File: src/rtl/touch_pkg.sv
// Shared types and constants for the touch-panel ADC sequencer.
// Sub-frame positions describe one 24-clock ADS7843-class conversion.
package touch_pkg;

  localparam int COORD_W    = 12;
  localparam int FRAME_BITS = 24;
  localparam int DATA_FIRST = 9;
  localparam int DATA_LAST  = 20;

  localparam logic [7:0] CMD_X_DEF = 8'h92;
  localparam logic [7:0] CMD_Y_DEF = 8'hD2;

  typedef enum logic [1:0] {
    ST_IDLE    = 2'd0,
    ST_CONV    = 2'd1,
    ST_PUBLISH = 2'd2,
    ST_GAP     = 2'd3
  } touch_state_e;

endpackage

File: src/rtl/touch_spi_frame.sv
// Serial timing engine for one 48-bit X+Y frame: DCLK, DIN, bit index and
// the DOUT capture strobe. Counters sit at zero whenever i_en is low.
module touch_spi_frame
  import touch_pkg::*;
#(
  parameter int         CLK_DIV = 25,
  parameter logic [7:0] CMD_X   = CMD_X_DEF,
  parameter logic [7:0] CMD_Y   = CMD_Y_DEF
) (
  input  logic       iCLK,
  input  logic       iRST_n,
  input  logic       i_en,
  output logic       o_dclk,
  output logic       o_din,
  output logic [5:0] o_bit,
  output logic       o_sample,
  output logic       o_done
);

  localparam int               DIV_W    = (CLK_DIV > 1) ? $clog2(CLK_DIV) : 1;
  localparam logic [DIV_W-1:0] DIV_LAST = DIV_W'(CLK_DIV - 1);

  logic [DIV_W-1:0] r_div;
  logic             r_phase;
  logic [5:0]       r_bit;

  logic       w_div_end;
  logic       w_bit_end;
  logic       w_sub_y;
  logic [4:0] w_k;
  logic [7:0] w_cmd;
  logic       w_in_data;

  assign w_div_end = (r_div == DIV_LAST);
  assign w_bit_end = r_phase & w_div_end;
  assign o_done    = i_en & w_bit_end & (r_bit == 6'd47);

  always_ff @(posedge iCLK or negedge iRST_n) begin
    if (!iRST_n) begin
      r_div   <= '0;
      r_phase <= 1'b0;
      r_bit   <= '0;
    end else if (!i_en || o_done) begin
      r_div   <= '0;
      r_phase <= 1'b0;
      r_bit   <= '0;
    end else begin
      r_div <= w_div_end ? '0 : r_div + 1'b1;
      if (w_div_end) r_phase <= ~r_phase;
      if (w_bit_end) r_bit <= r_bit + 1'b1;
    end
  end

  // Position inside the current 24-bit sub-frame selects command bit or data slot
  assign w_sub_y   = (r_bit >= 6'(FRAME_BITS));
  assign w_k       = w_sub_y ? 5'(r_bit - 6'(FRAME_BITS)) : r_bit[4:0];
  assign w_cmd     = w_sub_y ? CMD_Y : CMD_X;
  assign w_in_data = (w_k >= 5'(DATA_FIRST)) && (w_k <= 5'(DATA_LAST));

  assign o_dclk   = r_phase;
  assign o_din    = i_en & (w_k < 5'd8) & w_cmd[3'(5'd7 - w_k)];
  assign o_bit    = r_bit;
  assign o_sample = i_en & r_phase & (r_div == '0) & w_in_data;

endmodule

File: src/rtl/touch_adc_sequencer.sv
// Pen-down driven X/Y conversion sequencer for a 4-wire touch ADC; publishes
// a consistent coordinate pair with a one-cycle strobe at a fixed interval.
module touch_adc_sequencer
  import touch_pkg::*;
#(
  parameter int          CLK_DIV    = 25,
  parameter logic [23:0] SAMPLE_GAP = 24'd500000,
  parameter logic [7:0]  CMD_X      = CMD_X_DEF,
  parameter logic [7:0]  CMD_Y      = CMD_Y_DEF
) (
  input  logic               iCLK,
  input  logic               iRST_n,
  input  logic               iPENIRQ_n,
  input  logic               iADC_DOUT,
  output logic               oADC_DCLK,
  output logic               oADC_DIN,
  output logic               oADC_CS_n,
  output logic [COORD_W-1:0] oX_COORD,
  output logic [COORD_W-1:0] oY_COORD,
  output logic               oNEW_COORD,
  output logic               oTOUCH_IRQ
);

  touch_state_e r_state;
  touch_state_e w_next;

  logic               r_sync1;
  logic               r_sync2;
  logic [23:0]        r_gap;
  logic [COORD_W-1:0] r_shadow_x;
  logic [COORD_W-1:0] r_shadow_y;
  logic [COORD_W-1:0] r_x;
  logic [COORD_W-1:0] r_y;
  logic               r_new;

  logic       w_irq;
  logic       w_conv;
  logic       w_cs_n;
  logic       w_publish;
  logic       w_gap_end;
  logic       w_dclk;
  logic       w_din;
  logic [5:0] w_bit;
  logic       w_sample;
  logic       w_done;

  // Sync flops reset to "pen up" so the IRQ output starts deasserted
  always_ff @(posedge iCLK or negedge iRST_n) begin
    if (!iRST_n) begin
      r_sync1 <= 1'b1;
      r_sync2 <= 1'b1;
    end else begin
      r_sync1 <= iPENIRQ_n;
      r_sync2 <= r_sync1;
    end
  end

  assign w_irq = ~r_sync2;

  always_ff @(posedge iCLK or negedge iRST_n) begin
    if (!iRST_n) r_state <= ST_IDLE;
    else         r_state <= w_next;
  end

  always_comb begin
    w_next = r_state;
    unique case (r_state)
      ST_IDLE:    if (w_irq) w_next = ST_CONV;
      ST_CONV:    if (w_done) w_next = ST_PUBLISH;
      ST_PUBLISH: w_next = ST_GAP;
      ST_GAP:     if (w_gap_end) w_next = w_irq ? ST_CONV : ST_IDLE;
      default:    w_next = ST_IDLE;
    endcase
  end

  always_comb begin
    w_conv    = (r_state == ST_CONV);
    w_cs_n    = ~w_conv;
    w_publish = (r_state == ST_PUBLISH) & w_irq;
  end

  touch_spi_frame #(
    .CLK_DIV (CLK_DIV),
    .CMD_X   (CMD_X),
    .CMD_Y   (CMD_Y)
  ) u_frame (
    .iCLK     (iCLK),
    .iRST_n   (iRST_n),
    .i_en     (w_conv),
    .o_dclk   (w_dclk),
    .o_din    (w_din),
    .o_bit    (w_bit),
    .o_sample (w_sample),
    .o_done   (w_done)
  );

  // Gap counter idles at zero, so GAP always starts counting from a clean value
  always_ff @(posedge iCLK or negedge iRST_n) begin
    if (!iRST_n)                r_gap <= '0;
    else if (r_state != ST_GAP) r_gap <= '0;
    else                        r_gap <= r_gap + 1'b1;
  end

  assign w_gap_end = (r_gap == SAMPLE_GAP);

  // Shadows are fully rewritten by every completed frame and never seen directly
  always_ff @(posedge iCLK) begin
    if (w_sample) begin
      if (w_bit >= 6'(FRAME_BITS)) r_shadow_y <= {r_shadow_y[COORD_W-2:0], iADC_DOUT};
      else                         r_shadow_x <= {r_shadow_x[COORD_W-2:0], iADC_DOUT};
    end
  end

  always_ff @(posedge iCLK or negedge iRST_n) begin
    if (!iRST_n) begin
      r_x   <= '0;
      r_y   <= '0;
      r_new <= 1'b0;
    end else begin
      r_new <= w_publish;
      if (w_publish) begin
        r_x <= r_shadow_x;
        r_y <= r_shadow_y;
      end
    end
  end

  assign oADC_DCLK  = w_dclk;
  assign oADC_DIN   = w_din;
  assign oADC_CS_n  = w_cs_n;
  assign oX_COORD   = r_x;
  assign oY_COORD   = r_y;
  assign oNEW_COORD = r_new;
  assign oTOUCH_IRQ = w_irq;

endmodule

File: config.mk
export PLATFORM = sky130hd
export DESIGN_NAME = touch_adc_sequencer
export DESIGN_NICKNAME = d
export VERILOG_FILES = /design/src/rtl/touch_pkg.sv /design/src/rtl/touch_spi_frame.sv /design/src/rtl/touch_adc_sequencer.sv
export SDC_FILE = /design/constraint.sdc
export NUM_CORES = 1
export LEC_CHECK = 0
export BUFFER_PORTS_ARGS = -buffer_cell sky130_fd_sc_hd__buf_2
export CAP_MARGIN = 20
export CORE_AREA = 5 5 122 124
export CTS_CLUSTER_SIZE = 28
export DETAILED_ROUTE_END_ITERATION = 16
export DIE_AREA = 0 0 127 129
export MAX_ROUTING_LAYER = met4
export REMOVE_ABC_BUFFERS = 1
export SLEW_MARGIN = 20
export SYNTH_ARGS = -nofsm -noshare
export SYNTH_HDL_FRONTEND = slang
export SYNTH_SLANG_ARGS = --single-unit
File: constraint.sdc
create_clock -name iCLK -period 2.8 [get_ports iCLK]
set_input_delay 0 -clock iCLK [delete_from_list [all_inputs] [get_ports iCLK]]
set_output_delay 0 -clock iCLK [all_outputs]
set_load 0.05 [all_outputs]
* Word-level counts from Yosys, hierarchy flattened
Cells that the tools add are included.
Storage, ports and cells: register bits 89, input port bits 4, output and inout bits 29, word-level logic and storage cells 71
Operators by class: $add $sub $neg 5, $lt $le $gt $ge 5, equal/unequal tests 10, muxes and demuxes 16, bitwise gates (word level) 13, reductions and logical operators 10
Operators with widths (number):
- 24-bit by 1-bit adder with 24-bit output, second input constant | 1
- 24-bit by 19-bit == test with 1-bit output, second input constant | 1
- 24-bit two-way mux | 1
- 5-bit two-way mux | 3
- 6-bit two-way mux | 2
- 1-bit AND | 9
- 2-bit != test, second input constant | 4
- 2-bit case mux with 4 select lines | 1
- 7-bit two-way mux | 1
- 6-bit by 1-bit adder with 6-bit output, second input constant | 1
- 6-bit == test, second input constant | 1
- 6-bit by 5-bit >= comparator with 1-bit output, second input constant | 1
- 2-bit two-way mux | 3
- 5-bit by 1-bit adder with 5-bit output, second input constant | 1
- 5-bit == test, second input constant | 1
- 5-bit by 4-bit >= comparator with 1-bit output, second input constant | 1
- 5-bit less-or-equal comparator, second input constant | 1
- 5-bit logical NOT | 1
- 5-bit by 4-bit < comparator with 1-bit output, second input constant | 1
- 5-bit subtractor, second input constant | 1
- 2-bit == test, second input constant | 2
- 3-bit by 4-bit < comparator with 1-bit output, second input constant | 1
- 1-bit two-way mux | 4
- 1-bit NOT | 4
- other kinds (10) | 12

* Depth between registers and ports, before layout
Gate-level depths: netlist of the first run.
word-level depth 6, mapped depth 7, gate-level depth less buffers 7

* Hierarchy
Synthesis of the first run repeated with hierarchy kept, for this count alone.
Unflattened totals: cell total of the unflattened synthesis 341, area, all modules 4055.1 sq um
By module, submodules not included:
- touch_adc_sequencer | times used 1, cells each 243, area an instance 3218.1 sq um, seq. area each 2049.5 sq um
- touch_spi_frame | times used 1, cells each 98, area an instance 837.1 sq um, seq. area each 300.3 sq um

* Worst setup path after synthesis of the first run
No wires, ideal clock.
path kind reg2reg, start point register r_state[1], end point register r_shadow_x[0], enable pin, library setup time 0.356 ns, data arrival time 1.750 ns, data required time 2.444 ns, path slack 0.694 ns, cell stages (with the launch flop) 6, buffers on the path 0, clock period less this slack 2.106 ns, cells stage by stage dfrtp_1 > inv_1 > ha_1 > inv_1 > nor4_1 > and4b_1
Between the ends: word-level cells in the longest chain between the ends 5
Ends and longest elaborated chain:
- from (decl) | RTL line touch_adc_sequencer.sv:24 | touch_state_e r_state;
- from (signal assigned) | RTL line touch_adc_sequencer.sv:62 | else r_state <= w_next;
- 2-bit by 1-bit == test with 1-bit output | RTL line touch_adc_sequencer.sv:77 | w_conv = (r_state == ST_CONV);
- 1-bit AND (3 in a row) | RTL line touch_spi_frame.sv:63 | assign o_sample = i_en & r_phase & (r_div == '0) & w_in_data;
- 2-bit AND reduction (no line)
- to (signal assigned) | RTL line touch_adc_sequencer.sv:110 | else r_shadow_x <= {r_shadow_x[COORD_W-2:0], iADC_DOUT};
- to (decl) | RTL line touch_adc_sequencer.sv:30 | logic [COORD_W-1:0] r_shadow_x;
Every way passes these cells. A chain may end at the register's enable or synchronous reset.

* Final worst setup path of the first run
start point register u_frame.r_bit[3] (netlist: u_frame.o_bit[3]), end point register r_shadow_x[6], enable pin
Between the ends: word-level cells in the longest chain between the ends 6, elaborated cells on any way between the ends 9, classes of those cells add/sub: 1; order compare: 3; mux: 1; bitwise: 2; reduce/logical: 2
Ends and longest elaborated chain:
- from (decl) | RTL line touch_spi_frame.sv:25 | logic [5:0] r_bit;
- from (signal assigned) | RTL line touch_spi_frame.sv:50 | if (w_bit_end) r_bit <= r_bit + 1'b1;
- 5-bit subtractor / 6-bit by 5-bit >= comparator with 1-bit output (equally long branches) | RTL line touch_spi_frame.sv:56, touch_spi_frame.sv:55, touch_adc_sequencer.sv:109
- 5-bit two-way mux | RTL line touch_spi_frame.sv:56 | assign w_k = w_sub_y ? 5'(r_bit - 6'(FRAME_BITS)) : r_bit[4:0];
- 5-bit by 4-bit >= comparator with 1-bit output / 5-bit less-or-equal comparator (equally long branches) | RTL line touch_spi_frame.sv:58 | assign w_in_data = (w_k >= 5'(DATA_FIRST)) && (w_k <= 5'(DATA_LAST));
- 1-bit logical AND | RTL line touch_spi_frame.sv:58
- 1-bit AND | RTL line touch_spi_frame.sv:63
- 2-bit AND reduction (no line) (*)
Mark *: on every way between the ends. The rest lies on a longest branch, timed or not.

==> load_flow_metrics.sql, run 1 <==
INSERT INTO impl_metrics (metric_group, metric, value, unit) VALUES
('outcome', 'run_status', 'complete, no violations', ''),
('timing', 'fin_skew', '0.00921', 'ns'),
('clock_tree', 'clockBufferDepth', '2', ''),
('final_layout', 'post_route_cells_drive_above_1_share', '25.2', '%'),
('timing', 'tightest_slew', '0.547', 'ns'),
('synth', 'ys.flop_type', 'sky130_fd_sc_hd__dfrtp_1', ''),
('placement', 'dp.cells', '518', ''),
('clock_tree', 'maximum_level_of_the_cts_h_tree', '3', ''),
('drt', 'postRouteAntennaNets', '0', ''),
('grt', 'grt_antenna_before_repair', '0', ''),
('clock_tree', 'clock_tree.root_cell', 'sky130_fd_sc_hd__clkbuf_16', ''),
('job', 'max_cap_violations', '0', ''),
('clock_tree', 'insertion_delay', '0.34', 'ns'),
('worst_setup_path', 'critical_path_peak_fanout', '13', ''),
('pwr', 'power_leakage', '2.15', 'nW'),
('worst_setup_path', 'worst_r2r_endpoint', 'r_shadow_x[6]', ''),
('die', 'initial_utilization', '29.0', '%'),
('final_layout', 'number_of_antenna_cells_inserted', '0', ''),
('worst_setup_path', 'worst-r2r-cell-count', '4', ''),
('pwr', 'ir_worst_vdd', '0.000266', 'V'),
('drt', 'routed_via_density', '4.51', ''),
('pwr', 'power.switching', '0.000538', 'W'),
('drt', 'met3RoutedLength', '374', 'µm'),
('worst_setup_path', 'setup.reg_to_reg.worst_slack', '0.37', 'ns'),
('die', 'die_h', '129', 'µm'),
('die', 'chipWidth', '127', 'µm'),
('grt', 'overflow', '0', ''),
('clock_tree', 'cts-buffers-inserted', '9', ''),
('timing', 'slew_headroom', '63.6', '%'),
('timing', 'fmax', '411', 'MHz'),
('synth', 'synth.distinct_cells', '52', ''),
('drt', 'detailroute.via_count', '2422', ''),
('hold_path', 'worst_hold_path_type', 'in -> async', ''),
('timing', 'maxSlewViolCount', '0', ''),
('grt', 'first_global_vias', '2372', ''),
('placement', 'routabilityCongestion', '0.771', ''),
('grt', 'wire_length_of_the_first_global_routing_pass', '11800', 'µm'),
('drt', 'met2_wirelength', '3080', 'µm'),
('timing', 'timing.final.setup_violations', '0', ''),
('timing', 'setup_tns', '0', 'ns'),
('pwr', 'sequentialPowerShare', '51.6', '%'),
('die', 'core-area', '13700', 'µm²'),
('synth', 'synth_most_common_cell', 'sky130_fd_sc_hd__dfrtp_1', ''),
('final_layout', 'final-seq-area', '2350', 'µm²'),
('worst_setup_path', 'crit_path_start_kind', 'register', ''),
('clock_tree', 'cts.sink_count', '89', ''),
('synth', 'number_of_instances_in_the_synthesized_netlist', '310', ''),
('timing', 'hold_viol', '0', ''),
('timing', 'final.setup.worst_slack', '0.368', 'ns'),
('pwr', 'share_clk_of_total_power', '47.2', '%'),
('timing', 'unrepaired_setup_endpoints_after_global_routing', 'false', ''),
('worst_setup_path', 'critical_path_class', 'reg -> reg', ''),
('synth', 'ys_top_cells_by_area', 'sky130_fd_sc_hd__dfrtp_1 40%, sky130_fd_sc_hd__edfxtp_1 18%, sky130_fd_sc_hd__mux2_2 7.1%', ''),
('timing', 'final_min_period_over_clock_period', '86.9', '%'),
('drt', 'drt-initial-drc-count', '103', ''),
('final_layout', 'finish.net_count', '369', ''),
('pwr', 'power-per-cell-area', '550', 'nW/µm²'),
('clock_tree', 'cts.repair_timing.setup_buffer_count', '0', ''),
('pwr', 'share_comb_of_total_power', '1.2', '%'),
('synth', 'syn_area', '3970', 'µm²'),
('synth', 'synth_register_bits', '89', ''),
('synth', 'async_reset_ff_share', '73.0', '%'),
('worst_setup_path', 'critical_path_arrival', '2.40', 'ns'),
('worst_setup_path', 'rr_startpoint', 'u_frame.o_bit[3]', ''),
('placement', 'post_placement_setup_slack', '0.341', 'ns'),
('pwr', 'internal_cell_power', '0.00204', 'W'),
('die', 'die_area', '16400', 'µm²'),
('final_layout', 'fillerInstances', '1364', ''),
('clock_tree', 'cts.clk_slew.worst_paths', '0.07', 'ns'),
('drt', 'avgRoutedWirePerCell', '13.1', 'µm'),
('grt', 'grt_use_total', '9.26', '%');
[sequential cells by signal (all words and copies together) (netlist names)]
name	flops
r_sync2	1
r_sync1	1
r_shadow_x	12
oY_COORD	12
r_state	2
r_shadow_y	12
r_gap	24
oX_COORD	12
u_frame.o_dclk	1
u_frame.r_div	5
oNEW_COORD	1
u_frame.o_bit	6
[worst max-delay path: stages, from the launching register on]
cell and delay, ns:
sky130_fd_sc_hd__dfrtp_1 0.51, sky130_fd_sc_hd__ha_1 0.32, sky130_fd_sc_hd__a221oi_1 0.47, sky130_fd_sc_hd__a31oi_1 0.15
sky130_fd_sc_hd__and4b_1 0.62
[logic make-up (layout without fill, tap and decap cells)]
group / after synthesis / in the layout / synth area share [%]
adder cells (fa/ha/maj): 13 / 13 / 4.10
buffers and inverters: 24 / 71 / 2.36
AND/OR/NAND/NOR: 104 / 104 / 16.6
multiplexers: 27 / 27 / 7.60
flip-flops: 89 / 89 / 59.2
XOR/XNOR: 25 / 25 / 5.52
AO/OA/AOI/OAI: 28 / 28 / 4.67
[worst max path at each step]
stage	startpoint	endpoint	slack, ns	cells past startpoint
floorplan	r_state[0]	oX_COORD[0]	0.48	4
global placement	u_frame.o_bit[3]	r_shadow_x[6]	0.49	4
detailed placement	u_frame.o_bit[3]	r_shadow_x[6]	0.34	4
CTS	u_frame.o_bit[3]	r_shadow_x[6]	0.33	4
global route	u_frame.o_bit[3]	r_shadow_x[6]	0.14	4
finish	u_frame.o_bit[3]	r_shadow_x[6]	0.37	4
[metrics by stage]
| stage | hold slack [ns] | util, % | power, W | cell area, µm² |
|---|---|---|---|---|
| detailed placement | 0.118 | 31.9 | 0.00139 | 4350 |
| global route | 0.268 | 34.3 | 0.00267 | 4690 |
| global placement | 0.114 | 31.9 | 0.00139 | 4350 |
| CTS | 0.303 | 34.3 | 0.00261 | 4690 |
| floorplan | -0.296 | - | 0.00136 | 3940 |
| finish | 0.197 | 34.3 | 0.00258 | 4690 |
[metal layers]
metal / GRT usage [%] / vias up
met2: 13.4 / 47
met3: 2.95 / 6
li1: - / 1177
met1: 12.4 / 1192
met4: 2.84 / 0
met5: - / -
[area by class of cell]
class,count,share of cell area (%)
Clock buffer,10,4.88
Timing Repair Buffer,39,4.75
Inverter,16,1.28
Clock inverter,6,1.63
Sequential cell,89,50.1
Multi-Input combinational cell,197,32.6
Tap cell,180,4.80
[cells in the final DEF, fill, tap and decap left out, types with 4 or more instances in the layout]
cell type	instances
sky130_fd_sc_hd__dfrtp_1	63
sky130_fd_sc_hd__buf_2	31
sky130_fd_sc_hd__mux2_2	25
sky130_fd_sc_hd__edfxtp_1	24
sky130_fd_sc_hd__and2_1	21
sky130_fd_sc_hd__inv_1	16
sky130_fd_sc_hd__xor2_1	15
sky130_fd_sc_hd__nand2_1	13
sky130_fd_sc_hd__nor2_1	13
sky130_fd_sc_hd__ha_1	13
sky130_fd_sc_hd__nand3_1	11
sky130_fd_sc_hd__xnor2_1	10
sky130_fd_sc_hd__o21ai_0	10
sky130_fd_sc_hd__clkbuf_16	9
sky130_fd_sc_hd__nor3_1	7
sky130_fd_sc_hd__nand4_1	5
sky130_fd_sc_hd__buf_4	5
sky130_fd_sc_hd__and3_1	4
[power by group through the flow]
stage | logic, W | clock network [W] | registers [W]
after floorplan | 0.00000352 | 0 | 0.00136
after global placement | 0.0000291 | 0 | 0.00136
after detailed placement | 0.0000293 | 0 | 0.00136
after CTS | 0.0000327 | 0.00125 | 0.00133
after global routing | 0.0000366 | 0.00131 | 0.00133
final | 0.0000305 | 0.00122 | 0.00133
[what timing repair did]
| item | in CTS | in global routing |
|---|---|---|
| hold buffers | 3 | 0 |
| hold endpoints to repair | 43 | 0 |
| resized for setup | 0 | 0 |
Note: power is estimated with default switching activity, not from simulation.
==> inputs of run 2 (changes only) <==
Settings changed: CORE_AREA 5 5 122 124 to 5 5 105 107, DIE_AREA 0 0 127 129 to 0 0 110 112, PLACE_DENSITY set to 0.58.
==> load_flow_metrics.sql, run 2 (same netlist as run 1, synthesis figures left out) <==
INSERT INTO impl_metrics (metric_group, metric, value, unit) VALUES
('outcome', 'run_status', 'complete, no violations', ''),
('worst_setup_path', 'slowest_stage', 'sky130_fd_sc_hd__and4b_1', ''),
('die', 'initial_utilization', '39.5', '%'),
('worst_setup_path', 'cp_data_required_time', '2.79', 'ns'),
('timing', 'worst_hold_slack', '0.0708', 'ns'),
('die', 'die_area', '12300', 'µm²'),
('die', 'top_level_ports', '33', ''),
('die', 'std_cell_rows', '37', ''),
('worst_setup_path', 'crit_path_start_kind', 'register', ''),
('grt', 'grt_use_total', '12.6', '%'),
('clock_tree', 'cts.clk_slew.worst_paths', '0.09', 'ns'),
('clock_tree', 'cts.sink_count', '89', ''),
('drt', 'routed_via_density', '4.88', ''),
('worst_setup_path', 'critical_path_arrival', '2.46', 'ns'),
('worst_setup_path', 'critical_path_buf_inv_count', '0', ''),
('worst_setup_path', 'critical_path_class', 'reg -> reg', ''),
('placement', 'port-buffer-count', '32', ''),
('worst_setup_path', 'rr_startpoint', 'u_frame.o_bit[3]', ''),
('drt', 'drt-initial-drc-count', '97', ''),
('worst_setup_path', 'worst_r2r_endpoint', 'r_shadow_x[11]', ''),
('placement', 'dpl.hpwl', '4730', 'µm'),
('timing', 'timing.final.setup_violations', '0', ''),
('clock_tree', 'cts.repair_timing.setup_buffer_count', '0', ''),
('worst_setup_path', 'worst-r2r-cell-count', '4', ''),
('final_layout', 'number_of_antenna_cells_inserted', '0', ''),
('clock_tree', 'cts_hold_buffers', '3', ''),
('clock_tree', 'cts_repair_resize_count', '0', ''),
('timing', 'tightest_slew', '0.548', 'ns'),
('grt', 'overflow', '0', ''),
('drt', 'avgRoutedWirePerCell', '14.1', 'µm'),
('worst_setup_path', 'critical_path_peak_fanout', '13', ''),
('timing', 'post-route-min-period', '2.46', 'ns'),
('job', 'max_cap_violations', '0', ''),
('final_layout', 'fin_cells', '493', ''),
('worst_setup_path', 'timing.critical_path.slowest_cell_delay', '0.60', 'ns'),
('die', 'core-area', '10000', 'µm²'),
('placement', 'dp.cells', '474', ''),
('pwr', 'power-per-cell-area', '495', 'nW/µm²'),
('grt', 'grt_max_degree', '30', ''),
('drt', 'postRouteAntennaNets', '0', ''),
('clock_tree', 'insertion_delay', '0.35', 'ns'),
('timing', 'maxSlewViolCount', '0', ''),
('worst_setup_path', 'cp-end-kind', 'register', ''),
('pwr', 'ir_worst_vdd', '0.000259', 'V'),
('drt', 'drc', '0', ''),
('final_layout', 'post_route_cells_drive_above_1_share', '25.2', '%'),
('final_layout', 'regMostFlops', 'r_gap', ''),
('clock_tree', 'clockBufferDepth', '2', ''),
('hold_path', 'worst_hold_path_type', 'in -> async', ''),
('worst_setup_path', 'cp_top_family', 'compound AO/OA/AOI/OAI gates', ''),
('timing', 'fmax', '406', 'MHz'),
('timing', 'setup_tns', '0', 'ns'),
('worst_setup_path', 'crit_path_cell_trace', 'ha_1 -> a221oi_1 -> a31oi_1 -> and4b_1', ''),
('final_layout', 'flip_flop_count_of_the_largest_register_all_copies_and_words_added', '24', ''),
('timing', 'slew_headroom', '63.0', '%'),
('placement', 'routabilityCongestion', '0.745', ''),
('drt', 'detailroute.via_count', '2405', ''),
('clock_tree', 'cts-buffers-inserted', '9', ''),
('grt', 'wire_length_of_the_first_global_routing_pass', '11900', 'µm'),
('final_layout', 'finish.net_count', '369', ''),
('worst_setup_path', 'setup.reg_to_reg.worst_slack', '0.34', 'ns'),
('final_layout', 'area_growth_syn_to_layout', '14.0', '%'),
('die', 'die_h', '112', 'µm'),
('die', 'chipWidth', '110', 'µm'),
('final_layout', 'finish.instance_area', '4520', 'µm²'),
('drt', 'routed_wirelength', '6950', 'µm'),
('clock_tree', 'tritoncts', 'done', ''),
('timing', 'fin_skew', '0.0101', 'ns'),
('grt', 'first_global_vias', '2410', ''),
('pwr', 'power_leakage', '2.09', 'nW'),
('clock_tree', 'maximum_level_of_the_cts_h_tree', '3', ''),
('timing', 'unrepaired_setup_endpoints_after_global_routing', 'false', ''),
('final_layout', 'final_cell_mix', '63 x sky130_fd_sc_hd__dfrtp_1, 32 x sky130_fd_sc_hd__buf_2, 25 x sky130_fd_sc_hd__mux2_2', ''),
('drt', 'detail_route.first_pass.iterations', '5', ''),
('timing', 'final_min_period_over_clock_period', '88.0', '%'),
('final_layout', 'layout.cells.most_common', 'sky130_fd_sc_hd__dfrtp_1', ''),
('timing', 'hold_viol', '0', ''),
('clock_tree', 'clock_tree.root_cell', 'sky130_fd_sc_hd__clkbuf_8', ''),
('grt', 'grt_antenna_before_repair', '0', ''),
('placement', 'placement.cell_area', '4300', 'µm²');
## run 2: cell count changes in the layout (fill, tap and decap cells not counted), sizes merged
cell / before / now
clkinv: 3 / 1
clkinvlp: 0 / 2
## run 2: where the power goes
part	internal (W)	switching [W]	leakage (nW)	total [W]
logic	0.00000699	0.0000230	0.908	0.0000300
clock network	0.000418	0.000462	0.0933	0.000880
registers	0.00133	0.00000143	1.09	0.00133
total	0.00175	0.000486	2.09	0.00224
## run 2: worst max-delay path by stage
stage,from,endpoint,slack (ns),depth (start not counted)
6_report,u_frame.o_bit[3],r_shadow_x[11],0.34,4
5_1_grt,u_frame.o_bit[3],r_shadow_x[11],0.17,4
3_5_place_dp,u_frame.o_bit[3],r_shadow_x[6],0.35,4
3_3_place_gp,u_frame.o_bit[3],r_shadow_x[9],0.49,4
2_1_floorplan,r_state[0],oX_COORD[0],0.48,4
4_1_cts,u_frame.o_bit[3],r_shadow_x[11],0.33,4
## run 2: metal layers
| metal | up-vias | wire (µm) | global-route usage [%] |
|---|---|---|---|
| li1 | 1181 | - | - |
| met1 | 1174 | 3460 | 17.4 |
| met2 | 40 | 3080 | 17.7 |
| met3 | 10 | 290 | 3.13 |
| met4 | 0 | 124 | 4.74 |
| met5 | - | 0 | - |
## run 2: per-stage QoR
| step | total power (W) | utilization [%] | worst slack, ns |
|---|---|---|---|
| after global routing | 0.00233 | 45.0 | 0.168 |
| after floorplan | 0.00136 | - | 0.483 |
| after CTS | 0.00228 | 45.0 | 0.335 |
| after detailed placement | 0.00139 | 42.8 | 0.351 |
| final | 0.00224 | 45.0 | 0.337 |
| after global placement | 0.00139 | 42.8 | 0.489 |
## run 2: worst register-to-register path, cell delays in order, from the launching register on
cell and delay, ns:
sky130_fd_sc_hd__dfrtp_1 0.52, sky130_fd_sc_hd__ha_1 0.33, sky130_fd_sc_hd__a221oi_1 0.48, sky130_fd_sc_hd__a31oi_1 0.17, sky130_fd_sc_hd__and4b_1 0.60
## run 2: cell type report
| class | instances | area (µm²) |
|---|---|---|
| repair buffers | 39 | 220 |
| well taps | 136 | 170 |
| multi-input cells | 197 | 1530 |
| flip-flops and latches | 89 | 2350 |
| clock inverters | 6 | 67.6 |
| clock buffers | 10 | 128 |
| fillers | 947 | 5520 |
| inverters | 16 | 60.1 |
==> inputs of run 3 (changes only) <==
Settings changed: CORE_AREA 5 5 105 107 to 5 5 106 108, DIE_AREA 0 0 110 112 to 0 0 111 113, SYNTH_HIERARCHICAL set to 1.
==> load_flow_metrics.sql, run 3 <==
INSERT INTO impl_metrics (metric_group, metric, value, unit) VALUES
('pwr', 'share_comb_of_total_power', '1.2', '%'),
('clock_tree', 'clock_tree.root_cell', 'sky130_fd_sc_hd__clkbuf_8', ''),
('timing', 'hold_viol', '0', ''),
('pwr', 'internal_cell_power', '0.00185', 'W'),
('timing', 'fin_skew', '0.0136', 'ns'),
('die', 'chipWidth', '111', 'µm'),
('worst_setup_path', 'critical_path_arrival', '2.46', 'ns'),
('pwr', 'ir_worst_vdd', '0.000192', 'V'),
('pwr', 'switch_share', '21.6', '%'),
('drt', 'postRouteAntennaNets', '0', ''),
('hold_path', 'worst_hold_path_type', 'in -> reg', ''),
('placement', 'dpl.hpwl', '4890', 'µm'),
('final_layout', 'flip_flop_count_of_the_largest_register_all_copies_and_words_added', '24', ''),
('die', 'die_area', '12500', 'µm²'),
('clock_tree', 'maximum_level_of_the_cts_h_tree', '3', ''),
('hold_path', 'worst_hold_path.num_cells', '2', ''),
('clock_tree', 'cts.sink_count', '89', ''),
('timing', 'worst_hold_slack', '0.278', 'ns'),
('final_layout', 'regMostFlops', 'r_gap', ''),
('pwr', 'power.switching', '0.000509', 'W'),
('grt', 'wire_length_of_the_first_global_routing_pass', '13100', 'µm'),
('synth', 'synth.top_cell.area_share', '38.9', '%'),
('worst_setup_path', 'critical_path_peak_fanout', '12', ''),
('die', 'top_level_ports', '33', ''),
('worst_setup_path', 'worst-r2r-cell-count', '8', ''),
('synth', 'syn_area', '4060', 'µm²'),
('worst_setup_path', 'timing.critical_path.slowest_cell_delay', '0.46', 'ns'),
('grt', 'grt_antenna_before_repair', '0', ''),
('worst_setup_path', 'worst_r2r_endpoint', 'r_shadow_y[0]', ''),
('die', 'initial_utilization', '40.0', '%'),
('timing', 'tightest_slew', '0.836', 'ns'),
('timing', 'unrepaired_setup_endpoints_after_global_routing', 'false', ''),
('timing', 'post-route-min-period', '2.40', 'ns'),
('hold_path', 'hold_path.startpoint', 'iPENIRQ_n', ''),
('synth', 'synth_most_common_cell', 'sky130_fd_sc_hd__dfrtp_1', ''),
('final_layout', 'layout.cells.most_common', 'sky130_fd_sc_hd__dfrtp_1', ''),
('pwr', 'sequentialPowerShare', '56.5', '%'),
('synth', 'ys.flop_type', 'sky130_fd_sc_hd__dfrtp_1', ''),
('pwr', 'share_clk_of_total_power', '42.3', '%'),
('worst_setup_path', 'setup.reg_to_reg.worst_slack', '0.40', 'ns'),
('drt', 'drc', '0', ''),
('synth', 'yosys_warnings', '6', ''),
('final_layout', 'post_route_cells_drive_above_1_share', '24.7', '%'),
('drt', 'routed_via_density', '5.18', ''),
('final_layout', 'final_cell_mix', '63 x sky130_fd_sc_hd__dfrtp_1, 32 x sky130_fd_sc_hd__buf_2, 26 x sky130_fd_sc_hd__nor2_1', ''),
('hold_path', 'timing.hold.worst_endpoint', 'r_sync1', ''),
('timing', 'maxSlewViolCount', '0', ''),
('timing', 'final_min_period_over_clock_period', '85.6', '%'),
('pwr', 'design_power_total', '0.00236', 'W'),
('clock_tree', 'cts_repair_resize_count', '0', ''),
('clock_tree', 'clockBufferDepth', '2', ''),
('synth', 'ys_top_cells_by_area', 'sky130_fd_sc_hd__dfrtp_1 39%, sky130_fd_sc_hd__edfxtp_1 18%, sky130_fd_sc_hd__mux2_2 6.7%', ''),
('clock_tree', 'cts-buffers-inserted', '9', ''),
('drt', 'drt-initial-drc-count', '115', ''),
('synth', 'sequential_fraction_of_the_synthesis_area', '57.9', '%'),
('timing', 'fmax', '417', 'MHz'),
('drt', 'detail_route.first_pass.iterations', '4', ''),
('placement', 'routabilityCongestion', '0.849', ''),
('job', 'max_cap_violations', '0', ''),
('synth', 'post-synth-top-area-cell', 'sky130_fd_sc_hd__dfrtp_1', ''),
('drt', 'avgRoutedWirePerCell', '13.9', 'µm'),
('final_layout', 'number_of_antenna_cells_inserted', '0', ''),
('placement', 'port-buffer-count', '32', ''),
('drt', 'routed_wirelength', '7320', 'µm'),
('final_layout', 'finish.net_count', '404', ''),
('grt', 'grt_max_degree', '66', ''),
('die', 'std_cell_rows', '37', ''),
('synth', 'async_reset_ff_share', '73.0', '%'),
('pwr', 'power-per-cell-area', '505', 'nW/µm²'),
('final_layout', 'area_growth_syn_to_layout', '14.9', '%'),
('drt', 'detailroute.via_count', '2733', ''),
('worst_setup_path', 'cp-end-kind', 'register', ''),
('worst_setup_path', 'cp_top_family', 'simple AND/OR/NAND/NOR gates', ''),
('clock_tree', 'tritoncts', 'done', ''),
('worst_setup_path', 'crit_path_start_kind', 'register', ''),
('worst_setup_path', 'rr_startpoint', 'u_frame/r_div[0]', ''),
('timing', 'slew_headroom', '44.3', '%'),
('synth', 'synth_common_cells', '63 x sky130_fd_sc_hd__dfrtp_1, 26 x sky130_fd_sc_hd__nor2_1, 24 x sky130_fd_sc_hd__edfxtp_1, 24 x sky130_fd_sc_hd__mux2_2, 20 x sky130_fd_sc_hd__a21oi_1', ''),
('synth', 'synth-edff-count', '24', ''),
('synth', 'synth_register_bits', '89', ''),
('worst_setup_path', 'critical_path_buf_inv_count', '2', ''),
('pwr', 'power_leakage', '2.06', 'nW'),
('clock_tree', 'insertion_delay', '0.36', 'ns'),
('worst_setup_path', 'critical_path_class', 'reg -> reg', ''),
('synth', 'synth.distinct_cells', '54', ''),
('die', 'die_h', '113', 'µm'),
('grt', 'overflow', '0', ''),
('worst_setup_path', 'slowest_stage', 'sky130_fd_sc_hd__or4_4', ''),
('synth', 'number_of_instances_in_the_synthesized_netlist', '341', ''),
('final_layout', 'fin_util', '46.0', '%'),
('worst_setup_path', 'crit_path_cell_trace', 'inv_1 -> ha_1 -> nand3b_1 -> or4_4 -> a2111o_1 -> o31ai_1 -> nor2b_1 -> buf_4', ''),
('final_layout', 'fillerInstances', '903', ''),
('grt', 'first_global_vias', '2600', ''),
('timing', 'timing.final.setup_violations', '0', ''),
('grt', 'grt_use_total', '13.0', '%'),
('synth', 'synthesized_area_per_cell', '11.9', 'µm²'),
('outcome', 'run_status', 'complete, no violations', ''),
('worst_setup_path', 'cp_data_required_time', '2.86', 'ns'),
('die', 'core-area', '10100', 'µm²'),
('clock_tree', 'cts.clk_slew.worst_paths', '0.09', 'ns');
-- run 3: cell count changes in the layout (fill, tap and decap cells not counted), sizes merged, moves of 6 or more --
| cell | change |
|---|---|
| and2 | -14 |
| a21oi | +18 |
| xor2 | -9 |
| or3 | +6 |
| or4 | +6 |
| nor2 | +13 |
-- run 3: power by group through the flow --
stage / clock network, W / logic [W] / registers, W
after floorplan: 0 / 0.00000358 / 0.00136
after global placement: 0 / 0.0000276 / 0.00136
after detailed placement: 0 / 0.0000277 / 0.00136
after CTS: 0.00102 / 0.0000311 / 0.00133
after global routing: 0.00107 / 0.0000349 / 0.00133
final: 0.000996 / 0.0000289 / 0.00133
-- run 3: repair_timing --
item	in CTS	in global routing
hold buffers	3	0
hold endpoints to repair	66	0
setup buffers	0	0
-- run 3: through the flow --
| stage | setup WS (ns) | setup TNS (ns) | cell area [µm²] | instances |
|---|---|---|---|---|
| floorplan | -0.0113 | -0.135 | 4020 | 333 |
| global placement | 0.428 | 0 | 4410 | 509 |
| detailed placement | 0.373 | 0 | 4410 | 509 |
| CTS | 0.359 | 0 | 4660 | 528 |
| global route | 0.241 | 0 | 4660 | 528 |
| finish | 0.402 | 0 | 4660 | 528 |
-- run 3: routing by layer --
metal,wire length [µm],part of all wire [%],vias up,track usage [%]
li1,-,-,1337,-
met1,3740,51,1343,17.8
met2,3190,44,48,19.0
met3,322,4.4,5,3.32
met4,65,0.89,0,4.43
met5,0,0,-,-
-- run 3: worst max path at each step --
stage                                start  depth (start not counted)  slack (ns)              to
after floorplan                 r_state[1]                          7       -0.01   r_shadow_y[0]
after global placement          r_state[1]                          8        0.43   r_shadow_y[7]
after detailed placement  u_frame/r_div[0]                          8        0.37   r_shadow_y[8]
after CTS                 u_frame/r_div[0]                          8        0.36  r_shadow_y[10]
after global routing      u_frame/r_div[0]                          8        0.24  r_shadow_y[10]
final                     u_frame/r_div[0]                          8        0.40   r_shadow_y[0]
-- run 3: layout make-up --
class                   count  area, µm²  area share, %
well taps                 136        170           3.65
multi-input cells         224       1590           34.2
repair buffers             43        250           5.37
flip-flops and latches     89       2350           50.4
clock inverters             7       98.8           2.12
inverters                  20       75.1           1.61
clock buffers               9        124           2.66
-- run 3: cells by family (layout without fill, tap and decap cells) --
kind of cell,after synthesis,after routing,synth area share (%)
simple gates,119,119,16.8
flops,89,89,57.9
compound gates,52,52,8.11
mux,28,28,7.65
buf+inv,28,79,2.84
fa+ha+maj,13,13,4.01
xor+xnor,12,12,2.59
